## src/rtl/bitblade_operand_loader.sv

```systemverilog
// Double-buffered operand loader for one BitBlade column.
// Assembles 16 activation words then 16 weight words from a serial stream
// into a shadow bank, and swaps the shadow bank into the active bank on a
// tile_valid/tile_ack handshake.
// Optional build macro: LOADER_PARITY_EN adds s_parity / parity_err and drops
// tiles that received a word with bad even parity.
module bitblade_operand_loader #(
  parameter int unsigned LANES  = 16,
  parameter int unsigned WORD_W = 32,
  parameter int unsigned CNT_W  = 16
) (
  input  logic                      clk,
  input  logic                      reset,
  input  logic                      s_valid,
  output logic                      s_ready,
  input  logic [WORD_W-1:0]         s_data,
  input  logic                      flush,
  output logic [LANES*WORD_W-1:0]   packed_input_bus,
  output logic [LANES*WORD_W-1:0]   wbuf_data_bus,
  output logic                      tile_valid,
  input  logic                      tile_ack,
  output logic [CNT_W-1:0]          tile_count
`ifdef LOADER_PARITY_EN
  ,
  input  logic                      s_parity,
  output logic                      parity_err
`endif
);

  localparam int unsigned IDX_W = (LANES > 1) ? $clog2(LANES) : 1;
  localparam int unsigned BUS_W = LANES * WORD_W;

  typedef enum logic [1:0] {
    FILL_X = 2'd0,
    FILL_W = 2'd1,
    FULL   = 2'd2
  } fill_state_e;

  fill_state_e          state_q;
  logic [IDX_W-1:0]     idx_q;
  logic [BUS_W-1:0]     shadow_x_q;
  logic [BUS_W-1:0]     shadow_w_q;
  logic [BUS_W-1:0]     active_x_q;
  logic [BUS_W-1:0]     active_w_q;
  logic                 tile_valid_q;
  logic [CNT_W-1:0]     tile_count_q;

  logic                 xfer;
  logic                 last_lane;
  logic                 tile_bad;
  logic                 word_bad;
  logic                 swap;
  logic                 drop;
  int unsigned          lane_base;

`ifdef LOADER_PARITY_EN
  logic bad_q;
  logic parity_err_q;
  assign tile_bad   = bad_q;
  assign word_bad   = (^s_data) ^ s_parity;
  assign parity_err = parity_err_q;
`else
  assign tile_bad   = 1'b0;
  assign word_bad   = 1'b0;
`endif

  // Ready is a function of state only; held low while reset is asserted.
  assign s_ready   = reset && (state_q != FULL);
  assign xfer      = s_valid && s_ready && !flush;
  assign last_lane = (idx_q == IDX_W'(LANES - 1));
  assign lane_base = 32'(idx_q) * WORD_W;
  assign swap      = (state_q == FULL) && !tile_bad && (!tile_valid_q || tile_ack);
  assign drop      = (state_q == FULL) && tile_bad;

  assign packed_input_bus = active_x_q;
  assign wbuf_data_bus    = active_w_q;
  assign tile_valid       = tile_valid_q;
  assign tile_count       = tile_count_q;

  // Fill FSM, shadow/active banks and handshake; swap beats flush beats transfer.
  always_ff @(posedge clk) begin
    if (!reset) begin
      state_q      <= FILL_X;
      idx_q        <= '0;
      shadow_x_q   <= '0;
      shadow_w_q   <= '0;
      active_x_q   <= '0;
      active_w_q   <= '0;
      tile_valid_q <= 1'b0;
      tile_count_q <= '0;
`ifdef LOADER_PARITY_EN
      bad_q        <= 1'b0;
      parity_err_q <= 1'b0;
`endif
    end else if (swap) begin
      active_x_q   <= shadow_x_q;
      active_w_q   <= shadow_w_q;
      tile_valid_q <= 1'b1;
      tile_count_q <= tile_count_q + CNT_W'(1);
      state_q      <= FILL_X;
      idx_q        <= '0;
    end else begin
      if (tile_ack && tile_valid_q) begin
        tile_valid_q <= 1'b0;
      end
      if (drop || flush) begin
        state_q <= FILL_X;
        idx_q   <= '0;
`ifdef LOADER_PARITY_EN
        bad_q   <= 1'b0;
`endif
      end else if (xfer) begin
        if (state_q == FILL_X) begin
          shadow_x_q[lane_base +: WORD_W] <= s_data;
        end else begin
          shadow_w_q[lane_base +: WORD_W] <= s_data;
        end
        if (last_lane) begin
          idx_q   <= '0;
          state_q <= (state_q == FILL_X) ? FILL_W : FULL;
        end else begin
          idx_q   <= idx_q + IDX_W'(1);
        end
`ifdef LOADER_PARITY_EN
        if (word_bad) begin
          bad_q        <= 1'b1;
          parity_err_q <= 1'b1;
        end
`endif
      end
    end
  end

`ifndef LOADER_PARITY_EN
  logic unused_ok;
  assign unused_ok = word_bad;
`endif

endmodule

```

## config.mk

```make
export PLATFORM = sky130hd
export DESIGN_NAME = bitblade_operand_loader
export DESIGN_NICKNAME = d
export VERILOG_FILES = /design/src/rtl/bitblade_operand_loader.sv
export SDC_FILE = /design/constraint.sdc
export NUM_CORES = 2
export LEC_CHECK = 0
export ABC_CLOCK_PERIOD_IN_PS = 2700
export BUFFER_PORTS_ARGS = -buffer_cell sky130_fd_sc_hd__buf_2
export CAP_MARGIN = 20
export CORE_AREA = 3 3 424 426
export CTS_BUF_LIST = sky130_fd_sc_hd__clkbuf_8
export CTS_CLUSTER_DIAMETER = 150
export DETAILED_ROUTE_END_ITERATION = 10
export DIE_AREA = 0 0 427 429
export GPL_TIMING_DRIVEN = 0
export PLACE_DENSITY = 0.71
export SLEW_MARGIN = 20
export SYNTH_ARGS = -nofsm -noshare
export SYNTH_HDL_FRONTEND = slang
export SYNTH_SLANG_ARGS = --single-unit
```

## constraint.sdc

```tcl
create_clock -name clk -period 2.7 [get_ports clk]
set_clock_uncertainty 0.05 [all_clocks]
set_input_delay 0.135 -clock clk [delete_from_list [all_inputs] [get_ports clk]]
set_output_delay 0.135 -clock clk [all_outputs]
set_load 0.005 [all_outputs]
```

==> impl_metrics.csv <==
group,metric,value,unit
min_path,holdCritPathClass,"input port to flop",
clock_tree,cts_htree_levels,5,
finish,drive_gt1_share,19.91,%
die,start_util,41.79,%
die,die_w,427,µm
sta,fmaxAchievable,375.2,MHz
drt,drc,0,
power_and_ir_drop,p_leak,41.57,nW
grt,overflow,0,
sta,relSlewSlack,30.57,%
drt,ant_nets,0,
drt,firstDrtPassIters,6,
clock_tree,ctsRootBufferMaster,"clkbuf_8",
place,pre_cts_ws,-1465,ps
synth,ys.flop_type,"dfxtp_1",
finish,nets,10000,
place,io_buffers,1046,
place,gp_congestion,0.9425,
power_and_ir_drop,finalPower,60.15,mW
synth,syn_avg_cell_area,8.737,µm²
clock_tree,cts_tree,"yes",
sta,finalCriticalPeriod,2665,ps
die,die_h,429,µm
worst_setup_path,reg2reg_depth,9,
synth,ys_types,39,
worst_setup_path,start_kind,"flop",
sta,hold_ws,54.21,ps
die,io_pins,1079,
worst_setup_path,r2r_end,"shadow_x_q[316]",
flow_run,maxCapViolations,0,
sta,setup-violations-final,0,
drt,routedWlPerCell,25.32,µm
drt,route.vias.total,66810,
clock_tree,numCtsBuffers,348,
worst_setup_path,crit_arrival,3540,ps
clock_tree,clkTransAtPathRegs,60,ps
grt,grt_pass1_vias,64320,
synth,synth_edf_count,0,
worst_setup_path,cp_max_fo,10,
power_and_ir_drop,ir_worst_vdd,0.4738,mV
worst_setup_path,cp_cell_sequence,"buf_6 -> clkbuf_16 -> clkinvlp_4 -> ha_4 -> xor2_4 -> nor2_2 -> clkbuf_1 -> nand2_1 -> mux2i_1",
die,die_area,0.1832,mm²
worst_setup_path,crit_required,3580,ps
grt,grt_max_degree,18,
clock_tree,clk_latency,1070,ps
worst_setup_path,worst_setup_path_end_kind,"flop",
grt,antenna_found_initial,48,
power_and_ir_drop,p_per_area,655.0,mW/mm²
synth,syn_area,0.07360,mm²
finish,nFillCells,16260,
drt,dr.first_iter.drc_count,6152,
sta,period_share,98.71,%
sta,tightest_slew,1041,ps
worst_setup_path,worstSetupPathType,"flop to flop",
grt,grt_pass1_wl,442100,µm
sta,rsz0062_at_grt,"yes",
worst_setup_path,rrSetupSlack,30,ps
sta,timing.final.ws_setup,34.74,ps
synth,syn_nets,8465,
sta,hold_viol,0,
worst_setup_path,critPathCapture,"shadow_x_q[316]",
clock_tree,cts_num_sinks,2071,
finish,area_growth,24.77,%
synth,synth-seq-cells,2071,
sta,setup-tns-final,0,ps
synth,ys_seq_area_share,56.33,%
synth,synth_warnings,0,
clock_tree,clockBufferDepth,4,
worst_setup_path,crit_path_top_delay_cell,"nor2_2",
place,place_hpwl,247700,µm
worst_setup_path,crit-reg2reg-launch,"idx_q[0]",
die,num_rows,154,
drt,vias_per_cell,5.318,
outcome,status,"finished, final reports clean",
worst_setup_path,crit_path_max_incr_delay,360,ps
worst_setup_path,startpoint,"idx_q[0]",
grt,grt_usage,33.29,%
synth,synth-async-reset-ratio,0,%
finish,utilization,52.14,%
sta,maxSlewViolCount,0,
synth,syn_inst,8424,
drt,routed_wl,318000,µm
die,core_area,0.1761,mm²
-- Yosys cell counts (5+ instances only) --
master | instances | area [µm²]
nand2_1 | 3415 | 12820
dfxtp_1 | 2071 | 41460
a21oi_1 | 1040 | 5205
mux2i_1 | 992 | 9930
clkbuf_1 | 470 | 1764
buf_2 | 152 | 760.7
nand3_1 | 58 | 290.3
and3_1 | 39 | 244.0
o21ai_0 | 37 | 185.2
buf_1 | 27 | 101.4
nor2_1 | 22 | 82.58
nand4_1 | 21 | 131.4
nand2b_1 | 6 | 37.54
xnor2_1 | 6 | 52.55
inv_1 | 5 | 18.77
nor3_1 | 5 | 25.02
o31ai_1 | 5 | 37.54
or4_1 | 5 | 37.54
-- critical path, delay by kind of cell (launching register included) --
kind,cells,cell delay (ps)
XOR/XNOR,1,200
buffers and inverters,4,800
multiplexers,1,240
AND/OR/NAND/NOR,2,690
flip-flops,1,350
adder cells (fa/ha/maj),1,250
-- placed cells by master, fill, tap and decap left out, types with 29 or more instances in the layout --
master / count
a21oi_1: 1039
buf_2: 1126
buf_4: 102
buf_6: 31
clkbuf_1: 325
clkbuf_2: 108
clkbuf_4: 29
clkbuf_8: 440
clkinv_2: 32
dfxtp_1: 2069
dlygate4sd3_1: 47
inv_1: 108
mux2i_1: 992
nand2_1: 3388
nand3_1: 45
o21ai_0: 37
-- repair_timing --
item	CTS	global route
buffers inserted	47	7
endpoints found under the hold margin	886	0
resized for setup	281	77
setup endpoints to repair	1987	1405
pin swaps	25	6
hold buffers	47	0
-- kinds of logic (layout without fill, tap and decap cells) --
family	Yosys count	after routing	synth area share (%)
XOR/XNOR	10	10	0.1190
AO/OA/AOI/OAI	1086	1086	7.416
multiplexers	992	992	13.49
other	0	21	0
flip-flops	2071	2071	56.33
buffers and inverters	658	2436	3.635
adder cells (fa/ha/maj)	4	4	0.06801
AND/OR/NAND/NOR	3603	3603	18.94
-- report_power, final --
part / internal, mW / total (mW) / switching [mW]
Clock: 15.2 / 27.9 / 12.7
Combinational: 0.346 / 1.64 / 1.29
Sequential: 30.6 / 30.6 / 0.0138
Total: 46.1 / 60.1 / 14.0
-- registers in the layout (all words and copies together), names as in the netlist --
name / count
tile_valid: 1
shadow_x_q: 512
state_q: 2
shadow_w_q: 512
tile_count: 16
packed_input_bus: 512
idx_q: 4
wbuf_data_bus: 512
-- final cells by class --
| cell class | instances | area [µm²] | area share (%) |
|---|---|---|---|
| tap | 2340 | 2928 | 3.188 |
| sequential | 2071 | 41460 | 45.15 |
| multi-input combinational | 5695 | 29960 | 32.62 |
| clock buffer | 439 | 6042 | 6.580 |
| timing repair buffer | 1196 | 7341 | 7.994 |
| clock inverter | 150 | 818.3 | 0.8911 |
| antenna | 21 | 52.55 | 0.05723 |
| buffer | 646 | 3206 | 3.491 |
| inverter | 5 | 22.52 | 0.02453 |
-- routing by layer --
| layer | routed length [µm] | GRT usage, % |
|---|---|---|
| met2 | 139800 | 51.52 |
| met3 | 27950 | 8.001 |
| met5 | 34 | 0 |
| met1 | 121300 | 39.72 |
| met4 | 28880 | 25.66 |
-- worst min path at each step --
stage                          startpoint                   end  cells past startpoint
after floorplan                     reset            state_q[0]                      2
after global routing                reset        shadow_x_q[97]                      6
after detailed placement   shadow_x_q[50]  packed_input_bus[50]                      2
after CTS                           reset       shadow_w_q[352]                      6
after global placement    shadow_w_q[485]    wbuf_data_bus[485]                      2
final                               reset        shadow_x_q[97]                      6
-- metrics by stage --
stage,instance area (µm²),cells
after floorplan,73600,8424
after global placement,81760,11810
after detailed placement,83030,11860
after CTS,91550,12540
after global routing,91780,12550
final,91830,12560
(Power assumes the default switching activity.)
